[src/rtl/serial_add_pkg.sv]
// Shared definitions for the bit-serial add controller: FSM state codes
// used by the RTL and by anything that monitors the debug state output.
package serial_add_pkg;

    // 2'd3 is not a legal code; the FSM steers it back to S_IDLE.
    typedef enum logic [1:0] {
        S_IDLE  = 2'd0,
        S_SHIFT = 2'd1,
        S_DONE  = 2'd2
    } state_e;

endpackage

[src/rtl/full_adder.sv]
// One-bit full adder: the only arithmetic cell in the serial add datapath.
module full_adder (
    input  logic a,
    input  logic b,
    input  logic cin,
    output logic sum,
    output logic carry
);

    assign sum   = a ^ b ^ cin;
    assign carry = (a & b) | (a & cin) | (b & cin);

endmodule

[src/rtl/serial_adder_ctrl.sv]
// Bit-serial add controller: computes A + B + Cin one bit per clock, LSB
// first, by time-sharing a single full_adder cell.
//
// Handshake: start is sampled only while idle (busy=0); the accepting edge
// captures a_in/b_in/cin_in. busy stays high from the cycle after acceptance
// through the done cycle. done is a one-cycle pulse, WIDTH cycles after the
// accepting edge, in the same cycle that sum_out/carry_out first show the new
// result. start while busy is ignored (not queued); a held start is
// re-accepted on the first idle cycle.
module serial_adder_ctrl
    import serial_add_pkg::*;
#(
    parameter int WIDTH = 8
) (
    input  logic             clk,
    input  logic             rst,
    input  logic             start,
    input  logic [WIDTH-1:0] a_in,
    input  logic [WIDTH-1:0] b_in,
    input  logic             cin_in,
    output logic             busy,
    output logic             done,
    output logic [WIDTH-1:0] sum_out,
    output logic             carry_out,
    output logic [1:0]       state_dbg
);

    // One extra counter bit keeps WIDTH=1 legal.
    localparam int CW = $clog2(WIDTH) + 1;
    localparam logic [CW-1:0] LAST_BIT = CW'(WIDTH - 1);

    state_e           state_q;
    logic             busy_q;
    logic             done_q;
    logic [WIDTH-1:0] a_sh_q;
    logic [WIDTH-1:0] b_sh_q;
    logic [WIDTH-1:0] r_sh_q;
    logic [WIDTH-1:0] r_sh_d;
    logic [WIDTH-1:0] sum_q;
    logic             carry_q;
    logic             c_q;
    logic [CW-1:0]    cnt_q;
    logic             fa_sum;
    logic             fa_carry;

    full_adder FA (
        .a     (a_sh_q[0]),
        .b     (b_sh_q[0]),
        .cin   (c_q),
        .sum   (fa_sum),
        .carry (fa_carry)
    );

    // New sum bit enters at the MSB; after WIDTH shifts bit 0 sits at the LSB.
    assign r_sh_d = WIDTH'({fa_sum, r_sh_q} >> 1);

    // Control FSM with registered busy/done that track the next state.
    always_ff @(posedge clk) begin
        if (rst) begin
            state_q <= S_IDLE;
            busy_q  <= 1'b0;
            done_q  <= 1'b0;
        end else begin
            case (state_q)
                S_IDLE: begin
                    if (start) begin
                        state_q <= S_SHIFT;
                        busy_q  <= 1'b1;
                    end
                end
                S_SHIFT: begin
                    if (cnt_q == LAST_BIT) begin
                        state_q <= S_DONE;
                        done_q  <= 1'b1;
                    end
                end
                S_DONE: begin
                    state_q <= S_IDLE;
                    busy_q  <= 1'b0;
                    done_q  <= 1'b0;
                end
                default: begin
                    state_q <= S_IDLE;
                    busy_q  <= 1'b0;
                    done_q  <= 1'b0;
                end
            endcase
        end
    end

    // Operand capture, serial shifting, carry feedback and result update.
    always_ff @(posedge clk) begin
        if (rst) begin
            a_sh_q  <= '0;
            b_sh_q  <= '0;
            r_sh_q  <= '0;
            c_q     <= 1'b0;
            cnt_q   <= '0;
            sum_q   <= '0;
            carry_q <= 1'b0;
        end else begin
            case (state_q)
                S_IDLE: begin
                    if (start) begin
                        a_sh_q <= a_in;
                        b_sh_q <= b_in;
                        c_q    <= cin_in;
                        cnt_q  <= '0;
                        r_sh_q <= '0;
                    end
                end
                S_SHIFT: begin
                    a_sh_q <= a_sh_q >> 1;
                    b_sh_q <= b_sh_q >> 1;
                    c_q    <= fa_carry;
                    r_sh_q <= r_sh_d;
                    cnt_q  <= cnt_q + 1'b1;
                    if (cnt_q == LAST_BIT) begin
                        sum_q   <= r_sh_d;
                        carry_q <= fa_carry;
                    end
                end
                default: begin
                end
            endcase
        end
    end

    assign busy      = busy_q;
    assign done      = done_q;
    assign sum_out   = sum_q;
    assign carry_out = carry_q;
    assign state_dbg = state_q;

endmodule
[config.mk]
export PLATFORM = sky130hd
export DESIGN_NAME = serial_adder_ctrl
export DESIGN_NICKNAME = d
export VERILOG_FILES = /design/src/rtl/serial_add_pkg.sv /design/src/rtl/full_adder.sv /design/src/rtl/serial_adder_ctrl.sv
export SDC_FILE = /design/constraint.sdc
export NUM_CORES = 1
export LEC_CHECK = 0
export ABC_AREA = 1
export CORE_ASPECT_RATIO = 0.5
export CORE_MARGIN = 2
export CORE_UTILIZATION = 41
export DETAILED_ROUTE_END_ITERATION = 6
export HOLD_SLACK_MARGIN = 0.12
export PLACE_DENSITY = 0.65
export RECOVER_POWER = 100
export SLEW_MARGIN = 20
export SYNTH_ARGS = -nofsm -noshare
export SYNTH_HDL_FRONTEND = slang
export SYNTH_SLANG_ARGS = --single-unit
[constraint.sdc]
create_clock -name clk -period 1.9 [get_ports clk]
set_input_delay 0.38 -clock clk [delete_from_list [all_inputs] [get_ports clk]]
set_output_delay 0.38 -clock clk [all_outputs]
set_load 0.02 [all_outputs]
---- Word level (Yosys, flattened, before mapping) ----
Cells that the tools add are included.
storage, ports and cells
  flip-flop bits (word level) ............. 42
  input port bits ......................... 20
  output and inout bits ................... 13
  word-level logic and storage cells ...... 48
cells by class
  add/sub/neg operators ................... 1
  eq/ne operators ......................... 4
  muxes and demuxes ....................... 17
  bitwise gates (word level) .............. 9
  reductions and logical operators ........ 7
operator list
  cell                   number
  $pmux W8 S2            3
  $mux W8                3
  $reduce_and A2 Y1      5
  $pmux W4 S2            1
  $pmux W1 S2            3
  $add A4 B1 Y4 const B  1
  $eq A4 B3 Y1 const B   1
  $mux W2                2
  $mux W4                1
  $ne A2 B2 Y1 const B   2
  $pmux W2 S2            1
  $and A1 B1 Y1          3
  $mux W1                3
  $eq A2 B1 Y1 const B   1
  $logic_not A2 Y1       1
  $not A1 Y1             2
  $or A1 B1 Y1           2
  $reduce_bool A2 Y1     1
  $xor A1 B1 Y1          2

---- Depth between registers and ports, before layout ----
  word-level depth ........................ 4
  mapped depth ............................ 7
  gate-level depth less buffers ........... 7

---- Hierarchy ----
From an unflattened synthesis, not the netlist that was laid out.
second synthesis, totals
  cells, all modules ...................... 259
  area total of the unflattened synthesis .. 1788.0 sq um
by module, submodules not included
  module             times used  cells an instance  area each (sq um)  sequential area each (sq um)
  serial_adder_ctrl  1           258                1767.9             820.8
  full_adder         1           1                  20.0               0.0

---- Worst setup path before layout ----
Ideal clock, no wire load.
  path type ............................... register to register
  from .................................... reg state_q[1], in the netlist state_dbg[1]
  to ...................................... reg a_sh_q[5]
  setup time .............................. 0.116 ns
  arrival time ............................ 1.173 ns
  data required time ...................... 1.784 ns
  path slack .............................. 0.611 ns
  stages on the path, launching flop included .. 7
  path buffers ............................ 1
  clock period less this slack ............ 1.289 ns
  cell sequence ........................... dfxtp_1 -> inv_2 -> nand2_1 -> nand2_2 -> buf_2 -> o21ai_0 -> nor2_1
between the ends
  cells in the longest elaborated chain, start to end .. 3
  elaborated cells between the ends (all ways) .. 6
  those cells by class .................... eq/ne (2); mux (1); reduce/logical (3)
ends and longest elaborated chain
  element                                                              RTL line                  source
  from (decl)                                                          serial_adder_ctrl.sv:32   state_e state_q;
  from (signal assigned)                                               serial_adder_ctrl.sv:60   state_q <= S_IDLE;
  from (signal assigned)                                               serial_adder_ctrl.sv:67   state_q <= S_SHIFT;
  from (signal assigned)                                               serial_adder_ctrl.sv:73   state_q <= S_DONE;
  $eq A2 B1 Y1 or $logic_not A2 Y1 (tied branches)                     serial_adder_ctrl.sv:102  case (state_q)
  $reduce_bool A2 Y1 (no source line) or $ne A2 B2 Y1 (tied branches)  n/a
  $reduce_and A2 Y1 (no source line)                                   n/a
  to (signal assigned)                                                 serial_adder_ctrl.sv:105  a_sh_q <= a_in;
  to (signal assigned)                                                 serial_adder_ctrl.sv:113  a_sh_q <= a_sh_q >> 1;
  to (decl)                                                            serial_adder_ctrl.sv:35   logic [WIDTH-1:0] a_sh_q;
Parallel ways exist; a longest one is shown, timed or not.
A chain may end at the register's enable or synchronous reset.

---- Worst setup path in the final report ----
  from .................................... reg state_q[0], in the netlist state_dbg[0]
  to ...................................... out state_dbg[0]
RTL lines
  element    RTL line                 source
  to (decl)  serial_adder_ctrl.sv:25  output logic [1:0] state_dbg
No word-level cell between the ends.

==> flow_summary.json <==
{
  "status": "finished, final reports clean",
  "routed_wl_um": 3740,
  "rrSetupSlack_ps": 240,
  "whs_ps": 464,
  "crit_path_start_kind": "register",
  "fin_tns_setup_ps": 0,
  "core_area_um2": 4020,
  "synth_area_um2": 1770,
  "power_uw": 1750,
  "rows": 16,
  "skew_ps": 8.56,
  "cts-root-buf": "clkbuf_8",
  "antenna_found_initial": 0,
  "die_area_um2": 4900,
  "detail-route-antenna-nets": 0,
  "vdd_drop_max_mv": 0.309,
  "maxSlewHeadroom_pct": 61.1,
  "crit_buf_inv": 1,
  "rr_startpoint": "state_dbg[0]",
  "cts_max_path_buffers": 2,
  "tightest_slew_ps": 583,
  "p_leak_uw": 0.00101,
  "drc_errors": 0,
  "maxCapViolations": 0,
  "max_freq_ghz": 0.546,
  "seq_power_share_pct": 52.0,
  "whs_path_depth": 2,
  "drt-initial-drc-count": 34,
  "drive_gt1_share_pct": 6.71,
  "clk_latency_ps": 290,
  "die-height_um": 50.5,
  "critPathMaxFanout": 8,
  "avgSynthCellArea_um2": 6.85,
  "yosysSeqAreaShare_pct": 46.3,
  "rsz0062_at_grt": "false",
  "worst_r2r_path_depth": 7,
  "worst_path_largest_cell_delay_ps": 660,
  "synth_warnings": 0,
  "p_sw_uw": 440,
  "powerDensity_nw_per_um2": 775,
  "p_clk_share_pct": 35.9,
  "min_from": "sum_out[3]",
  "gp_congestion": 0.740,
  "die_w_um": 97.0,
  "yosysTopAreaCellShare_pct": 46.3,
  "clock_sinks": 41,
  "critPathRequiredTime_ps": 1520,
  "wl_per_cell_um": 10.6,
  "hp-class": "reg2reg",
  "post-route-min-period_ps": 1830,
  "postSynthNetCount": 281,
  "critPathSlowestCell": "clkdlybuf4s50_1",
  "grt-ovfl-total": 0,
  "hpwl_um": 2660,
  "synth_area_leader_cell": "dfxtp_1",
  "p_comb_share_pct": 12.1,
  "boundaryPins": 33,
  "routed_via_density": 4.59,
  "crit_type": "reg2out",
  "finalHoldViolations": 0,
  "post_cts_buffers": 0,
  "r2r-end": "a_sh_q[2]",
  "cp-end-kind": "primary output",
  "tritoncts": "built",
  "grt_max_degree": 17,
  "grt_pass1_vias": 1387,
  "post_cts_resized": 0,
  "initial_core_util_pct": 44.1,
  "drt_first_pass_iters": 4,
  "synthTopCellsByArea": "dfxtp_1 (46%), nand2_1 (13%), nor2_1 (11%), nand3_1 (9.9%), inv_1 (5.1%)",
  "vias": 1615,
  "setup_viol": 0,
  "worstPathCellList": "clkdlybuf4s50_1",
  "holdPathEnd": "sum_out[3]",
  "maxSlewViolCount": 0,
  "layout.nets": 319,
  "clk_pin_slew_worst_paths_ps": 80,
  "area_growth_pct": 27.5,
  "finalCritPeriodShare_pct": 96.4,
  "critPathArrivalTime_ps": 1450,
  "grtUsageTotal_pct": 16.4,
  "crit_family": "buffers and inverters",
  "p_int_uw": 1310,
  "cts_buffers": 5,
  "p_sw_share_pct": 25.1,
  "num_antenna_cells": 0,
  "syn-instance-count": 259,
  "htree_levels": 2,
  "yosysUniqueCellTypes": 21,
  "hold_buffers": 0,
  "grt_pass1_wl_um": 6400,
  "synth_seq_cells": 41,
  "portBuffers": 32
}
==> state kept, by name (all words and copies together) (netlist names), 2 cells and up <==
register   flops
a_sh_q         8
b_sh_q         8
cnt_q          4
r_sh_q         7
state_dbg      2
sum_out        8
==> cells in the final DEF (no fill, tap or decap), types with 7 or more instances in the layout <==
master / synthesis / final
inv_1: 24 / 26
o21ai_0: 10 / 11
clkdlybuf4s50_1: 0 / 19
buf_4: 3 / 8
dfxtp_1: 41 / 41
nor2_1: 52 / 54
a21oi_1: 9 / 9
nand3_1: 35 / 35
nand2_1: 63 / 64
dlygate4sd3_1: 0 / 13
clkbuf_8: 0 / 7
==> how the worst max path moves through the flow <==
stage / slack (ps) / endpoint / depth (start not counted) / from
after floorplan: 610 / a_sh_q[5] / 6 / state_dbg[1]
after global routing: 10 / carry_out / 7 / cnt_q[0]
final: 70 / state_dbg[0] / 1 / state_dbg[0]
after detailed placement: 160 / a_sh_q[4] / 6 / start
after global placement: 210 / a_sh_q[6] / 6 / start
after CTS: 20 / state_dbg[0] / 1 / state_dbg[0]
==> per-layer routing <==
metal  global-route usage (%)  up-vias  part of all wire [%]
li1                         -      881                     -
met2                     26.5       30                    43
met4                     6.34        0                   1.4
met5                        0        -                     0
met1                     21.3      699                    51
met3                     4.18        5                   4.2
==> logic make-up (layout without fill, tap and decap cells) <==
kind of cell             count (synthesis)  in the layout  synth area share (%)
flip-flops                              41             41                  46.3
AND/OR/NAND/NOR                        158            158                  37.3
AO/OA/AOI/OAI                           20             20                  5.64
buffers and inverters                   38             77                  8.96
adder cells (fa/ha/maj)                  2              2                  1.83
==> Yosys cell counts <==
master and number:
nand2_1 63, nor2_1 52, dfxtp_1 41, nand3_1 35
inv_1 24, o21ai_0 10, a21oi_1 9, buf_2 4
buf_1 3, buf_4 3, inv_2 3, nand2_2 2
nor2_2 2, clkbuf_1 1, fa_1 1, ha_1 1
nand3b_1 1, nand4_1 1, nor2_4 1, nor3_1 1
o21ai_1 1
==> power by group through the flow <==
stage | clock [uW] | combinational (uW) | sequential [uW]
after floorplan | 0 | 131 | 931
after detailed placement | 0 | 219 | 932
after CTS | 652 | 220 | 913
after global placement | 0 | 218 | 931
final | 630 | 212 | 912
after global routing | 682 | 243 | 915
==> through the flow <==
stage | instance area [um2] | util, % | setup WS, ps | std cells
3_3_place_gp | 2180 | 54.2 | 211 | 344
3_5_place_dp | 2180 | 54.2 | 160 | 344
6_report | 2260 | 56.2 | 68.5 | 352
5_1_grt | 2260 | 56.2 | 15.0 | 352
2_1_floorplan | 1770 | - | 611 | 259
4_1_cts | 2280 | 56.7 | 20.3 | 352
==> layout make-up <==
type	count	area [um2]
repair buffers	42	389
clock inverters	1	5.00
well taps	54	67.6
clock buffers	7	96.3
fillers	414	1760
multi-input cells	180	782
inverters	27	101
flip-flops and latches	41	821
(Power assumes the default switching activity.)
